**src/rtl/uarch_pkg.sv**
```systemverilog
// Shared micro-architecture types: writeback packet format, CDB sizing and FU source indices.
package uarch_pkg;

    localparam int unsigned XLEN          = 32;
    localparam int unsigned TAG_W         = 6;
    localparam int unsigned NUM_FU_SRC    = 4;
    localparam int unsigned NUM_CDB_PORTS = 2;

    localparam int unsigned FU_ALU0 = 0;
    localparam int unsigned FU_ALU1 = 1;
    localparam int unsigned FU_MDU  = 2;
    localparam int unsigned FU_LSU  = 3;

    typedef struct packed {
        logic             is_valid;
        logic [TAG_W-1:0] dest_tag;
        logic [XLEN-1:0]  result;
    } writeback_packet_t;

endpackage

```
**src/rtl/cdb_arbiter_if.sv**
```systemverilog
// FU writeback / CDB broadcast bundle; master = FU side, slave = arbiter side.
interface cdb_arbiter_if
    import uarch_pkg::*;
#(
    parameter int unsigned NUM_SRC = NUM_FU_SRC,
    parameter int unsigned NUM_CDB = NUM_CDB_PORTS
) ();

    writeback_packet_t [NUM_SRC-1:0] fu_result;
    logic              [NUM_SRC-1:0] fu_cdb_gnt;
    writeback_packet_t [NUM_CDB-1:0] cdb_out;

    modport master (output fu_result, input fu_cdb_gnt, input cdb_out);
    modport slave  (input fu_result, output fu_cdb_gnt, output cdb_out);

endinterface

```
**src/rtl/cdb_rr_picker.sv**
```systemverilog
// Combinational round-robin picker: first NUM_CDB requesters scanning cyclically from i_ptr.
module cdb_rr_picker #(
    parameter int unsigned NUM_SRC = 4,
    parameter int unsigned NUM_CDB = 2,
    parameter int unsigned PTR_W   = 2
) (
    input  logic [NUM_SRC-1:0]               i_req,
    input  logic [PTR_W-1:0]                 i_ptr,
    output logic [NUM_CDB-1:0][NUM_SRC-1:0]  o_lane_sel,
    output logic [NUM_CDB-1:0]               o_lane_vld,
    output logic [NUM_SRC-1:0]               o_gnt,
    output logic [PTR_W-1:0]                 o_next_ptr
);

    always_comb begin
        int unsigned w_n;
        int unsigned w_idx;
        o_lane_sel = '0;
        o_lane_vld = '0;
        o_gnt      = '0;
        o_next_ptr = i_ptr;
        w_n        = 0;
        for (int unsigned off = 0; off < NUM_SRC; off++) begin
            // explicit wrap so NUM_SRC need not be a power of two
            w_idx = int'(i_ptr) + off;
            if (w_idx >= NUM_SRC) w_idx = w_idx - NUM_SRC;
            if (i_req[w_idx] && (w_n < NUM_CDB)) begin
                o_lane_sel[w_n][w_idx] = 1'b1;
                o_lane_vld[w_n]        = 1'b1;
                o_gnt[w_idx]           = 1'b1;
                o_next_ptr = (w_idx + 1 == NUM_SRC) ? '0 : PTR_W'(w_idx + 1);
                w_n = w_n + 1;
            end
        end
    end

endmodule

```
**src/rtl/cdb_arbiter.sv**
```systemverilog
// Round-robin CDB arbiter: grants up to NUM_CDB FU results per cycle onto registered lanes.
module cdb_arbiter
    import uarch_pkg::*;
#(
    parameter int unsigned NUM_SRC = NUM_FU_SRC,
    parameter int unsigned NUM_CDB = NUM_CDB_PORTS
) (
    input  logic          clk,
    input  logic          rst,
    input  logic          flush,
    cdb_arbiter_if.slave  wb
);

    localparam int unsigned PTR_W = (NUM_SRC > 1) ? $clog2(NUM_SRC) : 1;

    logic [PTR_W-1:0]                 r_rr_ptr;
    writeback_packet_t [NUM_CDB-1:0]  r_cdb_out;
    logic [NUM_SRC-1:0]               w_req;
    logic [NUM_SRC-1:0]               w_gnt;
    logic [NUM_CDB-1:0][NUM_SRC-1:0]  w_lane_sel;
    logic [NUM_CDB-1:0]               w_lane_vld;
    logic [PTR_W-1:0]                 w_next_ptr;
    writeback_packet_t [NUM_CDB-1:0]  w_lane_pkt;

    // flush masks requests up front, so gnt is zero and the pointer holds
    always_comb begin
        w_req = '0;
        for (int unsigned i = 0; i < NUM_SRC; i++)
            w_req[i] = wb.fu_result[i].is_valid & ~flush;
    end

    cdb_rr_picker #(
        .NUM_SRC (NUM_SRC),
        .NUM_CDB (NUM_CDB),
        .PTR_W   (PTR_W)
    ) u_picker (
        .i_req      (w_req),
        .i_ptr      (r_rr_ptr),
        .o_lane_sel (w_lane_sel),
        .o_lane_vld (w_lane_vld),
        .o_gnt      (w_gnt),
        .o_next_ptr (w_next_ptr)
    );

    always_comb begin
        w_lane_pkt = '0;
        for (int unsigned k = 0; k < NUM_CDB; k++) begin
            for (int unsigned i = 0; i < NUM_SRC; i++)
                if (w_lane_sel[k][i]) w_lane_pkt[k] = w_lane_pkt[k] | wb.fu_result[i];
            w_lane_pkt[k].is_valid = w_lane_vld[k];
        end
    end

    always_ff @(posedge clk or negedge rst) begin
        if (!rst) begin
            r_cdb_out <= '0;
            r_rr_ptr  <= '0;
        end else if (flush) begin
            r_cdb_out <= '0;
        end else begin
            r_cdb_out <= w_lane_pkt;
            r_rr_ptr  <= w_next_ptr;
        end
    end

    assign wb.fu_cdb_gnt = rst ? w_gnt : '0;
    assign wb.cdb_out    = r_cdb_out;

endmodule
```
**src/flat_wrapper.sv**
```systemverilog
// flat-port wrapper written by rule: the top's interface ports become plain ports
module cdb_arbiter_flat import uarch_pkg::*;
#(
    parameter int unsigned NUM_SRC = NUM_FU_SRC,
    parameter int unsigned NUM_CDB = NUM_CDB_PORTS
)
  (clk, rst, flush, wb_fu_result, wb_fu_cdb_gnt, wb_cdb_out);
  cdb_arbiter_if #(.NUM_SRC(NUM_SRC), .NUM_CDB(NUM_CDB)) wb_i ();
  input  logic clk;
  input  logic rst;
  input  logic flush;
  input wire logic [$bits(wb_i.fu_result)-1:0] wb_fu_result;
  output wire logic [$bits(wb_i.fu_cdb_gnt)-1:0] wb_fu_cdb_gnt;
  output wire logic [$bits(wb_i.cdb_out)-1:0] wb_cdb_out;
  assign wb_i.fu_result = wb_fu_result;
  assign wb_fu_cdb_gnt = wb_i.fu_cdb_gnt;
  assign wb_cdb_out = wb_i.cdb_out;
  cdb_arbiter #(.NUM_SRC(NUM_SRC), .NUM_CDB(NUM_CDB)) u_core (.clk(clk), .rst(rst), .flush(flush), .wb(wb_i));
endmodule
```
**config.mk**
```make
export PLATFORM = sky130hd
export DESIGN_NAME = cdb_arbiter_flat
export DESIGN_NICKNAME = d
export VERILOG_FILES = /design/src/rtl/uarch_pkg.sv /design/src/rtl/cdb_arbiter_if.sv /design/src/rtl/cdb_rr_picker.sv /design/src/rtl/cdb_arbiter.sv /design/src/flat_wrapper.sv
export SDC_FILE = /design/constraint.sdc
export NUM_CORES = 1
export LEC_CHECK = 0
export ABC_AREA = 1
export CORE_MARGIN = 3
export CORE_UTILIZATION = 47
export DETAILED_ROUTE_END_ITERATION = 10
export PLACE_DENSITY = 0.95
export SYNTH_ARGS = -nofsm -noshare
export SYNTH_HDL_FRONTEND = slang
export SYNTH_SLANG_ARGS = --single-unit
```
**constraint.sdc**
```tcl
create_clock -name clk -period 6.36 [get_ports clk]
set_input_delay 0.636 -clock clk [delete_from_list [all_inputs] [get_ports clk]]
set_output_delay 0.636 -clock clk [all_outputs]
set_load 0.01 [all_outputs]
```
* Word-level counts from Yosys, hierarchy flattened
Cells that the tools add are included.
Storage, ports and cells: input bits 159, flip-flop bits (word level) 80, output and inout port bits 82
Operators by class: reduce and logical (&&, ||, !) cells 12, add/sub/neg operators 13, magnitude comparators 21, multiplexer cells 64, bitwise logic cells 20, equal/unequal tests 4
Operators by type and width (count):
- 38-bit 2-to-1 mux | 8
- 38-bit bitwise OR | 6
- 32-bit by 1-bit >= comparator with 1-bit output (second input constant) | 7
- 32-bit by 1-bit adder with 32-bit output (second input constant) | 6
- 32-bit by 2-bit < comparator with 1-bit output (second input constant) | 6
- 32-bit 2-to-1 mux | 6
- 32-bit by 3-bit == test with 1-bit output (second input constant) | 4
- 32-bit by 3-bit < comparator with 1-bit output (second input constant) | 4
- 78-bit 2-to-1 mux | 1
- 4-bit 2-to-1 mux | 8
- 8-bit 2-to-1 mux | 3
- 2-bit 2-to-1 mux | 11
- 8-bit bitwise OR | 2
- 1-bit 2-to-1 mux | 13
- 4-bit demux with 1-bit select | 3
- 4-bit bitwise OR | 3
- 3-bit by 3-bit subtractor with 4-bit output (second input constant) | 3
- 1-bit logical AND | 10
- 3-bit >= comparator (second input constant) | 3
- 1-bit binary-select mux with 2-bit select | 4
- 1-bit demux with 2-bit select | 4
- 4-bit by 8-bit bitwise OR with 8-bit output | 1
- 2-bit by 2-bit adder with 3-bit output (second input constant) | 2
- 1-bit bitwise AND | 4
- other kinds (9) | 12

* Longest topological paths before layout
depth in word-level cells 25, mapped depth 20

* Hierarchy
Synthesis repeated with hierarchy kept, for this count alone.
Unflattened totals: cells, all modules 891, area, all modules 5531.6 um^2
Modules (own cells, without submodules):
- cdb_arbiter | cells each 756, times used 1, sequential area each 2001.9 um^2, area an instance 4718.3 um^2
- cdb_rr_picker | cells each 135, times used 1, sequential area each 0.0 um^2, area an instance 813.3 um^2

* Worst setup path before layout
OpenSTA, ideal clock, no wires.
kind register to output, from register u_core.r_rr_ptr[0], to output wb_fu_cdb_gnt[3], buffers on the path 1, cell stages (with the launch flop) 14, slack 3.329 ns, data required time 5.724 ns, arrival 2.395 ns, path through dfrtp_1 buf_6 inv_4 ha_1 inv_1 nand3_1 nand2_4 inv_2 ha_1 a21oi_4 nand2_1 inv_1 nand2_1 a21oi_1
On the way: word-level cells in the longest chain between the ends 15, elaborated cells on any way between the ends 62
Ends and longest elaborated chain:
- start: declaration | line cdb_arbiter.sv:16 | logic [PTR_W-1:0] r_rr_ptr;
- start signal: assignment | line cdb_arbiter.sv:62 | r_rr_ptr <= w_next_ptr;
- 2-bit by 3-bit subtractor with 4-bit output / 2-bit by 3-bit >= comparator with 1-bit output (equally long branches) | line cdb_rr_picker.sv:26 | if (w_idx >= NUM_SRC) w_idx = w_idx - NUM_SRC;
- 32-bit 2-to-1 mux | line cdb_rr_picker.sv:26
- 1-bit binary-select mux with 2-bit select | line cdb_rr_picker.sv:27 | if (i_req[w_idx] && (w_n < NUM_CDB)) begin
- 1-bit 2-to-1 mux (implied by the code) | line cdb_rr_picker.sv:27
- 1-bit 2-to-1 mux | line cdb_rr_picker.sv:27
- 32-bit by 2-bit < comparator with 1-bit output | line cdb_rr_picker.sv:27
- 1-bit logical AND | line cdb_rr_picker.sv:27
- 32-bit 2-to-1 mux | line cdb_rr_picker.sv:27
- 32-bit by 2-bit < comparator with 1-bit output | line cdb_rr_picker.sv:27
- 1-bit logical AND | line cdb_rr_picker.sv:27
- 32-bit 2-to-1 mux | line cdb_rr_picker.sv:27
- 32-bit by 2-bit < comparator with 1-bit output | line cdb_rr_picker.sv:27
- 1-bit logical AND | line cdb_rr_picker.sv:27
- 4-bit 2-to-1 mux (*) | line cdb_rr_picker.sv:27
- 4-bit 2-to-1 mux (*) | line cdb_arbiter.sv:66 | assign wb.fu_cdb_gnt = rst ? w_gnt : '0;
- end: declaration | line flat_wrapper.sv:13 | output wire logic [$bits(wb_i.fu_cdb_gnt)-1:0] wb_fu_cdb_gnt;
Every way passes the cells marked *; elsewhere a longest branch is shown, timed or not. The select of a mux whose other input is x is not followed.

* Worst setup path after layout
from register u_core.r_rr_ptr[0], to output wb_fu_cdb_gnt[1]
The elaborated chain is that of the path after synthesis.

==> impl_metrics.json <==
{
  "rsz0062_at_grt": "no",
  "tightest_slew_ps": 785.0,
  "vias": 6408,
  "r2r_cells": 17,
  "clk_path_buf_depth": 2,
  "final_util_pct": 71.84,
  "clock-root-buffer": "clkbuf_16",
  "worst-setup-path-type": "reg -> out",
  "cts_buffers": 9,
  "netlist_instances": 939,
  "drv_slew": 0,
  "fin_cells": 1314,
  "drc": 0,
  "endpoint": "wb_fu_cdb_gnt[1]",
  "rr_endpoint": "u_core.wb.cdb_out[68]$_DFF_PN0_",
  "synth_warnings": 0,
  "worstPathRequired_ps": 5720,
  "rrSetupSlack_ps": 2400,
  "grt_pass1_wl_mm": 28.93,
  "power_density_nw_per_um2": 572.0,
  "drive_above_1_share_pct": 4.270,
  "die_height_um": 115.8,
  "start_util_pct": 48.80,
  "hold_viol_final": 0,
  "status": "complete, no violations",
  "power_leakage_nw": 4.555,
  "period_needed_ps": 4305,
  "synth_nets": 1107,
  "via_per_inst": 4.877,
  "worst_path_most_repeated_cell": "inv_1",
  "io_buffers": 240,
  "std_cell_rows": 39,
  "path_buf_inv": 6,
  "total_power_mw": 4.772,
  "cp.arrival_ps": 3670,
  "antenna_found_initial": 0,
  "cts_tree": "yes",
  "die_x_um": 115.8,
  "setup_tns_ps": 0,
  "ys_seq_area_share_pct": 35.32,
  "slew_headroom_pct": 47.54,
  "clk_latency_ps": 340,
  "die_area_um2": 13410,
  "hold_class": "in -> async",
  "finalCritPeriodShare_pct": 67.70,
  "grt_start_max_net_pins": 44,
  "overflow": 0,
  "hold_buffers": 0,
  "dpl.cell_count": 1298,
  "grt_use_total_pct": 27.60,
  "regToRegStartpoint": "u_core.r_rr_ptr[0]$_DFFE_PN0P_",
  "cp_top_family": "buffers and inverters",
  "ir_drop_v": 0.0002784,
  "core_um2": 11610,
  "dr.pass1.iters": 5,
  "slowest_delay_ps": 640,
  "wl_per_cell_um": 14.33,
  "hpwl_mm": 13.71,
  "wirelength_mm": 18.83,
  "post_cts_buffers": 0,
  "critPathCaptureType": "output port",
  "worst-path-max-fanout": 12,
  "cts_sinks": 80,
  "worst-path-stages": 13,
  "crit_chain": "inv_4, ha_1, inv_1, nand3_1, nand2_4, inv_2, ha_1, inv_1, nand3_1, inv_1, a21oi_1, a21oi_1, clkdlybuf4s50_1",
  "ios": 241,
  "ys_types": 25,
  "cap_viol_max_count": 0,
  "antenna_cells": 0,
  "skew_ps": 7.381,
  "htreeDepth": 3,
  "nNetsFinal": 1334,
  "first_global_vias": 5954,
  "slowest_stage": "dfrtp_1",
  "drt_iter0_markers": 506,
  "clock.fmax_mhz": 232.3,
  "critPathLaunchType": "register",
  "syn_to_final_growth_pct": 47.20,
  "ys_ff_latch": 80,
  "post_cts_resized": 0,
  "gp_congestion": 0.9010,
  "synth_area_um2": 5668,
  "syn_area_per_cell_um2": 6.036,
  "crit_path_start": "u_core.r_rr_ptr[0]$_DFFE_PN0P_",
  "clk_transition_reported_paths_ps": 70,
  "final_antenna_net_count": 0,
  "setup_viol": 0
}
## through the flow
stage / worst slack, ps / area (um2) / hold slack (ps)
2_1_floorplan: 3329 / 5668 / 340.4
3_3_place_gp: 2442 / 8004 / 670.7
3_5_place_dp: 2333 / 8004 / 679.2
4_1_cts: 2074 / 8343 / 321.2
5_1_grt: 1739 / 8343 / 336.0
6_report: 2055 / 8343 / 289.8
## cells by family (layout without fill, tap and decap cells)
family | after synthesis | in the layout | share of synthesized area (%)
simple gates | 621 | 621 | 43.13
buf+inv | 201 | 433 | 16.64
flops | 80 | 80 | 35.32
compound gates | 27 | 27 | 2.759
fa+ha+maj | 9 | 9 | 1.987
xor+xnor | 1 | 1 | 0.1546
## synthesized netlist by cell type
cell type / instances / area [um2]
nand4_1: 10 / 62.56
nand3b_1: 1 / 7.510
a21oi_4: 1 / 16.27
buf_6: 22 / 247.7
nor3_1: 4 / 20.02
xor2_1: 1 / 8.760
nor2_2: 1 / 6.260
a21oi_1: 13 / 65.06
buf_4: 3 / 22.52
nand2_1: 573 / 2151
nand2_2: 1 / 6.260
nor2_1: 13 / 48.80
nand2_4: 2 / 22.52
dfrtp_1: 80 / 2002
a31oi_2: 1 / 12.51
nand3_2: 8 / 80.08
a22oi_1: 1 / 7.510
inv_4: 1 / 6.260
buf_2: 8 / 40.04
o21ai_1: 1 / 5.000
ha_1: 9 / 112.6
nand3_1: 8 / 40.04
inv_2: 9 / 33.78
inv_1: 158 / 593.1
o21ai_0: 10 / 50.05
## worst reg2reg max path, cell delays in order, from the launching register on
cell	delay (ps)
dfrtp_1	640
inv_4	130
ha_1	390
inv_1	130
nand3_1	130
nand2_4	120
inv_2	70
ha_1	290
inv_1	140
nand4_1	230
nand2_1	240
nand4_1	130
nand2_1	560
buf_4	410
nand2_1	110
nand2_1	90
inv_1	40
nand2_1	50
## cell type report
type	count	area (um2)
Timing Repair Buffer	249	2467
Fill cell	915	3271
Sequential cell	80	2002
Clock inverter	5	86.33
Inverter	168	633.1
Multi-Input combinational cell	658	2723
Tap cell	143	178.9
Clock buffer	11	252.7
## routing by layer
metal  share of wire [%]  wire [um]  vias to the layer above  global-route usage (%)
met5                   0          0                        -                       0
met3                  10       1891                       62                   7.990
met4                 3.7        691                        0                   11.83
li1                    -          -                     3165                       -
met2                  49       9318                      357                   48.68
met1                  37       6931                     2824                   31.04
## where the power goes
| group | internal, mW | total [mW] | switching (mW) |
|---|---|---|---|
| sequential | 0.765 | 0.839 | 0.0742 |
| combinational | 1.22 | 3.34 | 2.12 |
| clock | 0.368 | 0.592 | 0.223 |
| total | 2.35 | 4.77 | 2.42 |
## placed cells by master (no fill, tap or decap), types with 2 or more instances in the layout
cell type and count:
a21oi_1 13, buf_4 10, bufinv_16 2, clkbuf_16 9, clkbuf_8 2, clkdlybuf4s50_1 239
clkinv_4 2, dfrtp_1 80, ha_1 9, inv_1 158, inv_2 9, nand2_1 573
nand2_4 2, nand3_1 8, nand3_2 8, nand4_1 10, nor2_1 13, nor3_1 4
o21ai_0 10
## worst min-delay path by stage
stage,start,end,slack [ps],cells after the start
2_1_floorplan,rst,u_core.r_rr_ptr[0]$_DFFE_PN0P_,340,0
3_3_place_gp,rst,u_core.wb.cdb_out[14]$_DFF_PN0_,670,1
3_5_place_dp,rst,u_core.wb.cdb_out[15]$_DFF_PN0_,680,1
4_1_cts,rst,u_core.wb.cdb_out[15]$_DFF_PN0_,320,1
5_1_grt,rst,u_core.wb.cdb_out[15]$_DFF_PN0_,340,1
6_report,rst,u_core.wb.cdb_out[15]$_DFF_PN0_,290,1
## sequential cells by signal, indices dropped and copies added, names as in the netlist
signal / flops
u_core.r_rr_ptr: 2
u_core.wb.cdb_out: 78
Note: power is estimated with default switching activity, not from simulation.
